$ cat src/rtl/clk_div_pkg.sv
// clk_div_pkg: shared FSM state type and default constants for clk_div_gen.
package clk_div_pkg;
    typedef enum logic [1:0] {IDLE, APPLY, SETTLE} state_t;
    localparam int P_NUM_CH      = 4;
    localparam int P_CNT_W       = 16;
    localparam int P_DEF_DIV     = 4;
    localparam int P_LOCK_CYCLES = 16;
endpackage

$ cat src/rtl/clk_div_gen_ch.sv
// clk_div_ch: one divider channel with registered div_out/tick derived from the previous cnt.
module clk_div_ch
    import clk_div_pkg::*;
#(
    parameter int CNT_W   = P_CNT_W,
    parameter int DEF_DIV = P_DEF_DIV
) (
    input  logic             sys_clk,
    input  logic             sys_rst,
    input  logic             load,
    input  logic             sync,
    input  logic [CNT_W-1:0] ld_div,
    input  logic [CNT_W-1:0] ld_phase,
    output logic             div_out,
    output logic             tick
);
    logic [CNT_W-1:0] div_q, div_d, phase_q, phase_d, cnt_q, cnt_d;
    logic div_out_q, div_out_d, tick_q, tick_d;

    assign div_out = div_out_q;
    assign tick    = tick_q;

    always_comb begin
        div_d     = load ? ld_div : div_q;
        phase_d   = load ? ld_phase : phase_q;
        cnt_d     = load ? ld_phase : sync ? phase_q :
                    (div_q == '0 || cnt_q >= div_q - 1'b1) ? '0 : cnt_q + 1'b1;
        // a disabled channel keeps its counter parked at zero
        if (div_d == '0) cnt_d = '0;
        div_out_d = div_q == CNT_W'(1) || cnt_q < (div_q >> 1);
        tick_d    = div_q != '0 && cnt_q == '0;
    end

    always_ff @(posedge sys_clk) begin
        if (sys_rst) begin
            div_q     <= CNT_W'(DEF_DIV);
            phase_q   <= '0;
            cnt_q     <= '0;
            div_out_q <= 1'b0;
            tick_q    <= 1'b0;
        end else begin
            div_q     <= div_d;
            phase_q   <= phase_d;
            cnt_q     <= cnt_d;
            div_out_q <= div_out_d;
            tick_q    <= tick_d;
        end
    end
endmodule

$ cat src/rtl/clk_div_gen.sv
// clk_div_gen: multi-channel clock divider with a validated config handshake and lock tracking.
module clk_div_gen
    import clk_div_pkg::*;
#(
    parameter int NUM_CH      = P_NUM_CH,
    parameter int CNT_W       = P_CNT_W,
    parameter int DEF_DIV     = P_DEF_DIV,
    parameter int LOCK_CYCLES = P_LOCK_CYCLES,
    localparam int CH_W       = (NUM_CH > 1) ? $clog2(NUM_CH) : 1
) (
    input  logic              sys_clk,
    input  logic              sys_rst,
    input  logic              cfg_valid,
    output logic              cfg_ready,
    input  logic [CH_W-1:0]   cfg_ch,
    input  logic [CNT_W-1:0]  cfg_div,
    input  logic [CNT_W-1:0]  cfg_phase,
    output logic              cfg_err,
    input  logic              sync,
    output logic [NUM_CH-1:0] div_out,
    output logic [NUM_CH-1:0] tick,
    output logic              locked
);
    localparam int SET_W = $clog2(LOCK_CYCLES + 1);

    state_t state_q, state_d;
    logic [SET_W-1:0] settle_q, settle_d;
    logic [CH_W-1:0] ch_q, ch_d;
    logic [CNT_W-1:0] div_q, div_d, phase_q, phase_d;
    logic err_q, err_d, cfg_bad;

    assign cfg_ready = !sys_rst && state_q == IDLE;
    assign locked    = !sys_rst && state_q != SETTLE;
    assign cfg_err   = err_q;
    assign cfg_bad   = 32'(cfg_ch) >= NUM_CH || (cfg_div != '0 && cfg_phase >= cfg_div);

    always_comb begin
        state_d  = state_q;
        settle_d = settle_q;
        ch_d     = ch_q;
        div_d    = div_q;
        phase_d  = phase_q;
        err_d    = 1'b0;
        if (state_q == IDLE && cfg_valid) begin
            err_d = cfg_bad;
            if (!cfg_bad) begin
                state_d = APPLY;
                ch_d    = cfg_ch;
                div_d   = cfg_div;
                phase_d = cfg_phase;
            end
        end else if (state_q == APPLY) begin
            state_d  = SETTLE;
            settle_d = '0;
        end else if (state_q == SETTLE) begin
            settle_d = settle_q + 1'b1;
            if (settle_q == SET_W'(LOCK_CYCLES - 1)) begin
                state_d  = IDLE;
                settle_d = '0;
            end
        end
    end

    // captured request is cleared on reset so an abandoned APPLY leaves nothing behind
    always_ff @(posedge sys_clk) begin
        if (sys_rst) begin
            state_q  <= SETTLE;
            settle_q <= '0;
            ch_q     <= '0;
            div_q    <= '0;
            phase_q  <= '0;
            err_q    <= 1'b0;
        end else begin
            state_q  <= state_d;
            settle_q <= settle_d;
            ch_q     <= ch_d;
            div_q    <= div_d;
            phase_q  <= phase_d;
            err_q    <= err_d;
        end
    end

    for (genvar c = 0; c < NUM_CH; c++) begin : g_ch
        clk_div_ch #(.CNT_W(CNT_W), .DEF_DIV(DEF_DIV)) u_ch (
            .sys_clk  (sys_clk),
            .sys_rst  (sys_rst),
            .load     (state_q == APPLY && 32'(ch_q) == c),
            .sync     (sync),
            .ld_div   (div_q),
            .ld_phase (phase_q),
            .div_out  (div_out[c]),
            .tick     (tick[c])
        );
    end
endmodule

$ cat config.mk
export PLATFORM = sky130hd
export DESIGN_NAME = clk_div_gen
export DESIGN_NICKNAME = d
export VERILOG_FILES = /design/src/rtl/clk_div_pkg.sv /design/src/rtl/clk_div_gen_ch.sv /design/src/rtl/clk_div_gen.sv
export SDC_FILE = /design/constraint.sdc
export NUM_CORES = 1
export LEC_CHECK = 0
export ABC_AREA = 1
export BUFFER_PORTS_ARGS = -buffer_cell sky130_fd_sc_hd__buf_2
export CAP_MARGIN = 15
export CELL_PAD_IN_SITES_DETAIL_PLACEMENT = 0
export CELL_PAD_IN_SITES_GLOBAL_PLACEMENT = 1
export CORE_MARGIN = 4
export CORE_UTILIZATION = 50
export DETAILED_ROUTE_END_ITERATION = 10
export GPL_ROUTABILITY_DRIVEN = 0
export GPL_TIMING_DRIVEN = 1
export PLACE_DENSITY = 0.94
export SLEW_MARGIN = 30
export SYNTH_ARGS = -nofsm -noshare
export SYNTH_HDL_FRONTEND = slang
export SYNTH_SLANG_ARGS = --single-unit
$ cat constraint.sdc
create_clock -name sys_clk -period 5.9 [get_ports sys_clk]
set_input_delay 0.59 -clock sys_clk [delete_from_list [all_inputs] [get_ports sys_clk]]
set_output_delay 0.59 -clock sys_clk [all_outputs]
set_load 0.01 [all_outputs]
* Word level (Yosys, flattened, before mapping)
Cells that the tools add are included.
** Word-level totals
- Flip-flop bits (word level) :: 242
- Input bits :: 38
- Output and inout bits :: 11
- Logic and storage cells :: 133
** Cells by class
- Add/sub/neg operators :: 9
- Magnitude comparators :: 9
- Equality and inequality tests :: 12
- Muxes and demuxes :: 24
- Bitwise operators :: 2
- Reductions and logical operators :: 51
** Operators by type and width (number)
- 16-bit 2-to-1 mux :: 16
- 16-bit zero test :: 12
- 16-bit >= comparator :: 5
- 16-bit nonzero test :: 5
- 16-bit by 1-bit adder with 16-bit output, second input constant :: 4
- 16-bit by 1-bit equality test with 1-bit output, second input constant :: 4
- 16-bit by 15-bit < comparator with 1-bit output :: 4
- 16-bit by 1-bit subtractor with 16-bit output, second input constant :: 4
- 5-bit 2-to-1 mux :: 3
- 1-bit logical AND :: 12
- 2-bit 2-to-1 mux :: 5
- 2-bit OR reduction :: 5
- 1-bit logical OR :: 8
- 2-bit equality test, second input constant :: 3
- 3-bit nonzero test :: 2
- 5-bit by 1-bit adder with 5-bit output, second input constant :: 1
- 5-bit by 4-bit equality test with 1-bit output, second input constant :: 1
- 2-bit by 1-bit equality test with 1-bit output, second input constant :: 2
- 2-bit zero test :: 2
- 2-bit != test, second input constant :: 2
- 2-bit AND reduction :: 2
- 3-bit AND reduction :: 1
- 1-bit NOT :: 2
- 2-bit nonzero test :: 1
- 1-bit zero test :: 1

* Logic depth before layout (Yosys ltp)
Gate-level depths: netlist (run 1).
- Depth in word-level cells :: 6
- Gate-level depth with buffers :: 21
- Mapped depth without buffers :: 20

* By module
From an unflattened synthesis (run 1), not the netlist that was laid out.
** Unflattened totals
- Cell total of the unflattened synthesis :: 2315
- Area total of the unflattened synthesis :: 16085.4 um2
** By module, submodules not included
- clk_div_ch at g_ch[0].u_ch ... :: instances 3, cells each 500, area an instance 3420.8 um2, seq. area each 1001.0 um2
- clk_div_ch at g_ch[1].u_ch :: instances 1, cells each 490, area an instance 3410.8 um2, seq. area each 1001.0 um2
- clk_div_gen :: instances 1, cells each 325, area an instance 2412.3 um2, seq. area each 840.8 um2

* Worst setup path after synthesis (run 1)
OpenSTA, ideal clock, no wires.
- Path type :: reg2reg
- From :: register g_ch[0].u_ch.div_q[0]
- To :: register g_ch[0].u_ch.cnt_q[10]
- Setup time :: 0.070 ns
- Arrival time :: 2.650 ns
- Data required time :: 5.830 ns
- Setup slack :: 3.181 ns
- Cell stages (with the launch flop) :: 22
- Path buffers :: 1
- Clock period less this slack :: 2.719 ns
- Cells stage by stage :: dfxtp_1 > inv_1 > nand3_1 > nor3_1 > nand2_1 > nor3_2 > nand2_1 > nor2_1 > nand2_1 > xor2_1 > inv_1 > ha_1 > nand2_1 > inv_1 > nand3_1 > inv_1 > nand2_1 > nand3_1 > a21oi_2 > buf_6 > nand3_1 > a21oi_1
** Between the ends
- Word-level cells in the longest chain between the ends :: 6
- Elaborated cells between the ends (all ways) :: 10
- Those cells by class :: 1 x add/sub; 1 x order compare; 4 x mux; 4 x reduce/logical
** RTL lines
- start, declared :: RTL line clk_div_gen_ch.sv:17 : logic [CNT_W-1:0] div_q, div_d, phase_q, phase_d, cnt_q, cnt_d;
- start signal, assigned :: RTL line clk_div_gen_ch.sv:36 : div_q <= CNT_W'(DEF_DIV);
- start signal, assigned :: RTL line clk_div_gen_ch.sv:42 : div_q <= div_d;
- 16-bit by 1-bit subtractor with 16-bit output :: RTL line clk_div_gen_ch.sv:27 : (div_q == '0 || cnt_q >= div_q - 1'b1) ? '0 : cnt_q + 1'b1;
- 16-bit >= comparator :: RTL line clk_div_gen_ch.sv:27
- 1-bit logical OR :: RTL line clk_div_gen_ch.sv:27
- 16-bit 2-to-1 mux :: RTL line clk_div_gen_ch.sv:27
- 16-bit 2-to-1 mux (2 in series) :: RTL line clk_div_gen_ch.sv:26 : cnt_d = load ? ld_phase : sync ? phase_q :
- end signal, assigned :: RTL line clk_div_gen_ch.sv:44 : cnt_q <= cnt_d;
- end, declared :: RTL line clk_div_gen_ch.sv:17
Several ways; a longest one is shown, not always the timed one.
A chain may end at the register's enable or synchronous reset.

* Worst setup path after layout (run 1)
- From :: register g_ch[0].u_ch.div_q[1]
- To :: register g_ch[0].u_ch.cnt_q[11]
The elaborated chain is that of the path after synthesis.

==> results.md, run 1 <==
* CTS resizes at 0
* N_diodes at 0
* Tmin final at 3.48 ns
* Largest stage delay, worst path at 0.57 ns
* Clk sinks at 242
* Starting Density at 51.1%
* Post-CTS Setup Inserts at 0
* Worst-path cell chain: inv_1, nand3_1, nor3_1, nand2_1, nor3_2, nand2_1, nor2_1, nand2_1, xor2_1, inv_1, ha_1, nand2_1, inv_1, nand3_1, inv_1, nand2_1, nand3_1, a21oi_2, o21ai_0, a21oi_1
* Synth warnings at 0
* Kind of cell adding the most delay to the critical path: simple AND/OR/NAND/NOR gates
* TritonCTS buffer count at 28
* I/O pin count at 49
* Grt ovf at 0
* Cell Area, Placed at 15600 um^2
* Routed length per placed instance at 16.3 um
* Setup TNS at 0 ns
* LEAKAGE at 7.33 nW
* Number of placed cells counting well taps at 2567
* Int Pwr at 2.77 mW
* Pin count of the biggest net entering global routing at 76
* GRT Resource Usage Total at 25.2%
* Hold_buf cts at 0
* Drt pass-1 iters at 6
* Max FO, Critical Path at 16
* Initial antenna violation count at 0
* Fin Hold WS at 0.321 ns
* Cell Rows at 63
* Crit path buffers/inverters at 4
* CTS max path bufs at 3
* Ratio of final minimum period to clock period at 58.9%
* Worst slew margin at 42.8%
* Die Height at 183 um
* Hold WC Path Type: input port to flop
* Drt total wl at 42600 um
* Core area at 29900 um^2
* Logic gate share of total power at 4.3%
* Sequential fraction of the synthesis area at 31.8%
* Synth cell types at 38
* CP Launch Type: flop
* Nets at 2405
* RSZ-0062 raised after global routing: false
* Detailed Place HPWL at 31000 um
* Sw Share at 22.9%
* CTS tree: built
* ANT nets after route at 0
* Worst skew pair latency at 0.55 ns
* Worst IR drop on VDD at 0.228 mV
* Crit Path Category: flop to flop
* Syn nets at 2401
* Synthesized area at 15300 um^2
* Hold Vio Cnt, Final at 0
* Arrival @ worst endpoint at 3.94 ns
* Switching Power at 825 uW
* Iter 0 DRT Violations at 1041
* Top cell by count, worst path: nand2_1
* Root Buffer: clkbuf_16
* Die Wd at 183 um
* Cell Pwr Density at 217 nW/um^2
* Global-route wire length before repair at 69100 um
* DIE AREA at 33400 um^2
* Critical Path RT at 6.36 ns
* Sequential power share at 45.9%
* Buffers on Ports at 48
* CP endpoint kind: flop
* Final instance area at 16600 um^2
* Vias at 14341
* Total power at 3.60 mW
* Syn_area_per_cell at 6.92 um^2
* DR DRC count at 0
* Clock transition at path regs at 0.06 ns
* #FFs+latches synth at 242
* Outcome: completed
* Layout cells sized above 1 at 6.06%
* Max Clk Rate at 288 MHz
* Final max-slew violation count at 0
* Final setup fails at 0
* Final cell count without fillers at 2618
* Vias in the first global route at 13619
* Worst-Margin Slew at 0.857 ns
* Area delta synth->final at 8.76%
* Vias per cell at 5.48
* Clock skew at 0.0117 ns
* Mapped Cells at 2203
* Slowest cell on the critical path: a21oi_2
* H-tree levels at 1
* Max Cap Viol at 0
* Clock power share at 49.8%
## power groups by stage
stage	clock network [mW]	registers [mW]	logic [mW]
final	1.79	1.65	0.155
after global routing	1.89	1.65	0.175
after CTS	1.82	1.65	0.154
after detailed placement	0	1.69	0.154
after global placement	0	1.69	0.151
after floorplan	0	1.68	0.107
## cell families (layout without fill, tap and decap cells)
kind of cell | count (synthesis) | in the layout | synth area share [%]
and+or+nand+nor | 915 | 915 | 26.1
AOI/OAI and AO/OA | 416 | 416 | 14.1
buffers and inverters | 390 | 415 | 10.3
DFF | 242 | 242 | 31.8
adders and majority gates | 160 | 160 | 13.1
xor gates and xnor gates | 80 | 80 | 4.59
## layer usage
layer / part of all wire (%) / GRT usage [%] / wire length (um)
met4: 4.3 / 10.1 / 1830
met3: 6.4 / 3.33 / 2720
met1: 45 / 34.4 / 19300
met5: 0 / 0 / 0
met2: 44 / 40.6 / 18800
## placed cells by master, fill, tap and decap left out, drive strengths merged, types with 2 or more instances in the layout
cell type	netlist	routed
a31oi	5	5
ha	160	160
clkinvlp	0	2
xnor2	10	10
nor3	35	35
clkbuf	41	38
clkinv	0	7
dfxtp	242	242
or3	3	3
or2	6	6
inv	309	310
o21a	8	8
o21bai	6	6
nor2	197	197
xor2	70	70
nand4	75	75
nand3b	7	7
a21oi	205	205
nand3	118	118
bufinv	0	3
buf	40	55
nand2	453	453
nor4	20	20
a211oi	5	5
o21ai	183	183
## layout make-up
cell class | count | area, um^2
sequential | 242 | 4840
multi-input combinational | 1571 | 8840
timing repair buffer | 55 | 299
tap | 390 | 488
fill | 2849 | 13300
inverter | 309 | 1160
clock buffer | 38 | 800
clock inverter | 13 | 159
## final timing paths
check                                       startpoint                              endpoint  slack, ns  depth (start not counted)
setup / recovery      g_ch[0].u_ch.div_q[1]$_SDFF_PP0_     g_ch[0].u_ch.cnt_q[11]$_SDFF_PP0_       2.42                         20
hold reg to reg   g_ch[1].u_ch.phase_q[5]$_SDFFE_PP0P_  g_ch[1].u_ch.phase_q[5]$_SDFFE_PP0P_       0.47                          2
setup reg to reg      g_ch[0].u_ch.div_q[1]$_SDFF_PP0_     g_ch[0].u_ch.cnt_q[11]$_SDFF_PP0_       2.42                         20
hold / removal                               cfg_valid                    cfg_err$_SDFF_PP0_       0.32                          3
## metrics by stage
stage,setup WS (ns),utilization [%]
4_1_cts,2.39,55.5
5_1_grt,2.09,55.5
2_1_floorplan,3.18,-
3_5_place_dp,2.44,52.3
3_3_place_gp,2.51,52.3
6_report,2.42,55.5
## Yosys cell counts (all sizes together)
master	number	area, um^2
nand2	453	1710
a211oi	5	37.5
or2	6	37.5
xnor2	10	87.6
nand3b	7	52.6
a31o	1	8.76
o21ai	183	916
nor3	35	190
a31oi	5	31.3
nand4	75	469
clkbuf	41	154
xor2	70	613
nor4	20	125
o21bai	6	45.0
buf	40	258
ha	160	2000
a21o	1	7.51
a211o	1	8.76
inv	309	1160
o21a	8	60.1
and2	1	6.26
o31a	1	8.76
nor2	197	757
nand3	118	611
dfxtp	242	4840
a21oi	205	1030
or3	3	18.8
## state kept, by name, summed over array words and instances, names as in the netlist
name               flops
cfg_err                1
ch_q                   2
div_q                 16
g_ch.u_ch.cnt_q       64
g_ch.u_ch.div_out      4
g_ch.u_ch.div_q       64
g_ch.u_ch.phase_q     64
g_ch.u_ch.tick         4
phase_q               16
settle_q               5
state_q                2
## worst reg2reg max path, cell delays in order, from the launching register on
cell     delay, ns
dfxtp_1       0.30
inv_1         0.15
nand3_1       0.15
nor3_1        0.26
nand2_1       0.15
nor3_2        0.19
nand2_1       0.12
nor2_1        0.18
nand2_1       0.09
xor2_1        0.13
inv_1         0.05
ha_1          0.28
nand2_1       0.09
inv_1         0.04
nand3_1       0.07
inv_1         0.05
nand2_1       0.06
nand3_1       0.09
a21oi_2       0.57
o21ai_0       0.23
a21oi_1       0.16
Note: power is estimated with default switching activity, not from simulation.
==> run 2: changes to the inputs <==
--- a/config.mk
+++ b/config.mk
@@ -11,11 +11,11 @@
 export CELL_PAD_IN_SITES_DETAIL_PLACEMENT = 0
 export CELL_PAD_IN_SITES_GLOBAL_PLACEMENT = 1
 export CORE_MARGIN = 4
-export CORE_UTILIZATION = 50
+export CORE_UTILIZATION = 42
 export DETAILED_ROUTE_END_ITERATION = 10
 export GPL_ROUTABILITY_DRIVEN = 0
 export GPL_TIMING_DRIVEN = 1
-export PLACE_DENSITY = 0.94
+export PLACE_DENSITY = 0.85
 export SLEW_MARGIN = 30
 export SYNTH_ARGS = -nofsm -noshare
 export SYNTH_HDL_FRONTEND = slang
==> constraint.sdc (replaced) <==
create_clock -name sys_clk -period 3 [get_ports sys_clk]
set_input_delay 0.3 -clock sys_clk [delete_from_list [all_inputs] [get_ports sys_clk]]
set_output_delay 0.3 -clock sys_clk [all_outputs]
set_load 0.01 [all_outputs]
==> run 2 against run 1 <==
Compared with the run above:
- global-route usage down 3.0 points
- non-clock buffer count up 46
- flip-flop and latch count unchanged
- sequential share of layout area down 1.0 points
- maximum frequency up 17%
- total power up 92%
- largest cell class unchanged
==> results.md, run 2 (same netlist as run 1, synthesis figures left out) <==
* Outcome: completed
* Buffers on Ports at 48
* Hold Vio Cnt, Final at 0
* Detailed Place HPWL at 32700 um
* Die Wd at 199 um
* Crit Path Category: flop to flop
* Clock transition at path regs at 0.06 ns
* Met3 Wirelength at 2020 um
* Launching point of the worst reg2reg path: g_ch[0].u_ch.div_q[2]$_SDFF_PP1_
* Number of placed cells counting well taps at 2670
* Final max-slew violation count at 0
* Arrival @ worst endpoint at 3.45 ns
* R2R Path End: g_ch[0].u_ch.cnt_q[6]$_SDFF_PP0_
* Root Buffer: clkbuf_16
* DR top layer: met4
* Top cell by count, worst path: nand2_1
* Grt ovf at 0
* Worst slew margin at 40.6%
* Cell Pwr Density at 400 nW/um^2
* Area delta synth->final at 12.9%
* Nets at 2452
* Slowest cell on the critical path: dfxtp_2
* Worst skew pair latency at 0.55 ns
* Starting Density at 42.8%
* Worst-path cell chain: inv_2, nand3_2, nor3_2, nand2_1, nor3_2, nand2_1, nor2_2, nand2_1, xor2_1, ha_1, a21oi_2, o21ai_1, nor2_1, nand3_1, a21oi_4, clkbuf_16, nand3_1, a21oi_1
* Cell Rows at 69
* CP Launch Type: flop
* H-tree levels at 1
* GRT Resource Usage Total at 22.3%
* Largest stage delay, worst path at 0.33 ns
* Final setup fails at 0
* Global-route wire length before repair at 71400 um
* Cell Area, Placed at 16000 um^2
* Clk sinks at 242
* Total power at 6.89 mW
* Commonest cells after routing, fill and taps aside: nand2_1, inv_1, dfxtp_1
* Min-delay src: cfg_valid
* Vias at 14447
* Hold WC Path Type: input port to flop
* Vias in the first global route at 13738
* CP endpoint kind: flop
* Fin util at 48.3%
* Iter 0 DRT Violations at 1159
* Vias per cell at 5.28
* TritonCTS buffer count at 28
* Most common cell after layout, fill and taps aside: nand2_1
* DR DRC count at 0
* WHS Path Cells at 3
* Regs by FF count: g_ch.u_ch.cnt_q: 64 flops, g_ch.u_ch.div_q: 64 flops, g_ch.u_ch.phase_q: 64 flops
* Max Cap Viol at 0
* I/O pin count at 49
* DRT met1 WL at 20800 um
* Worst Hold End: cfg_err$_SDFF_PP0_
* Drt pass-1 iters at 5
* Ratio of final minimum period to clock period at 99.4%
* DIE AREA at 39400 um^2
* Fin Hold WS at 0.0209 ns
* Crit path buffers/inverters at 2
* Final cell count without fillers at 2736
* Worst IR drop on VDD at 0.349 mV
* RSZ-0062 raised after global routing: true
* Clock skew at 0.0223 ns
* Tmin final at 2.98 ns
* Reg2Reg Setup Slack at 0.02 ns
* Critical Path RT at 3.47 ns
* Met2 wire length at 20500 um
* Final instance area at 17200 um^2
* ANT nets after route at 0
* Crit path from: g_ch[0].u_ch.div_q[2]$_SDFF_PP1_
* Drt total wl at 44700 um
* Worst r2r path cells at 18
* Max Clk Rate at 335 MHz
* Kind of cell adding the most delay to the critical path: simple AND/OR/NAND/NOR gates
* Die Height at 199 um
* Fillers at 3567
* N_diodes at 0
* Core area at 35700 um^2
* CTS max path bufs at 3
* Routed length per placed instance at 16.3 um
* Pin count of the biggest net entering global routing at 107
* Layout cells sized above 1 at 9.45%
* Max FO, Critical Path at 8
* Initial antenna violation count at 2
* LEAKAGE at 7.57 nW
* Worst-Margin Slew at 0.890 ns
* CTS tree: built
## run 2: cell types whose count changed in the layout (fill, tap and decap cells not counted), moves of 5 or more
cell | previous run | this run
buf_4 | 7 | 47
nor3_1 | 32 | 24
nand3_1 | 114 | 107
nand3_2 | 4 | 10
nor3_2 | 3 | 9
buf_12 | 0 | 5
nor2_1 | 194 | 189
## run 2: power breakdown
| group | internal (mW) | total (mW) | switching (mW) |
|---|---|---|---|
| Combinational | 0.111 | 0.337 | 0.226 |
| Clock | 1.93 | 3.31 | 1.38 |
| Sequential | 3.23 | 3.25 | 0.0141 |
## run 2: worst max-delay path by stage
stage                                                    to  slack (ns)  cells after the start
after floorplan           g_ch[0].u_ch.cnt_q[10]$_SDFF_PP0_        0.28                     21
after global placement     g_ch[3].u_ch.cnt_q[0]$_SDFF_PP0_        0.10                     18
after detailed placement  g_ch[3].u_ch.cnt_q[11]$_SDFF_PP0_        0.04                     16
after CTS                 g_ch[3].u_ch.cnt_q[11]$_SDFF_PP0_        0.03                     16
after global routing       g_ch[0].u_ch.cnt_q[4]$_SDFF_PP0_       -0.23                     18
final                      g_ch[0].u_ch.cnt_q[6]$_SDFF_PP0_        0.02                     18
## run 2: worst register-to-register path: cells and delay by family, from the launching register on
family	cells	cell delay, ns
buffers and inverters	2	0.27
flip-flops	1	0.33
AO/OA/AOI/OAI	4	0.58
XOR/XNOR	1	0.15
AND/OR/NAND/NOR	10	1.24
adder cells (fa/ha/maj)	1	0.33
## run 2: routing by layer
| layer | track usage (%) | up-vias |
|---|---|---|
| met5 | 0 | - |
| met4 | 6.94 | 0 |
| met3 | 2.17 | 76 |
| met2 | 36.8 | 364 |
| met1 | 30.9 | 6666 |
| li1 | - | 7341 |
## run 2: what timing repair did
item                       CTS  global route
setup endpoints to repair    0            64
setup buffers                0            13
hold endpoints to repair     0             0
hold buffers                 0             0
resized for setup            0            48
## run 2: layout make-up
cell class / instances / area (um^2) / share of cell area [%]
Clock buffer: 40 / 797 / 4.63
Clock inverter: 11 / 92.6 / 0.538
Inverter: 309 / 1170 / 6.78
Multi-Input combinational cell: 1571 / 9000 / 52.3
Sequential cell: 242 / 4850 / 28.2
Tap cell: 461 / 577 / 3.35
Timing Repair Buffer: 101 / 724 / 4.21
Timing Repair inverter: 1 / 7.51 / 0.0436
## run 2: through the flow
stage / worst slack (ns) / TNS (ns)
3_3_place_gp: 0.103 / 0
3_5_place_dp: 0.0410 / 0
6_report: 0.0187 / 0
2_1_floorplan: 0.281 / 0
4_1_cts: 0.0277 / 0
5_1_grt: -0.229 / -5.47
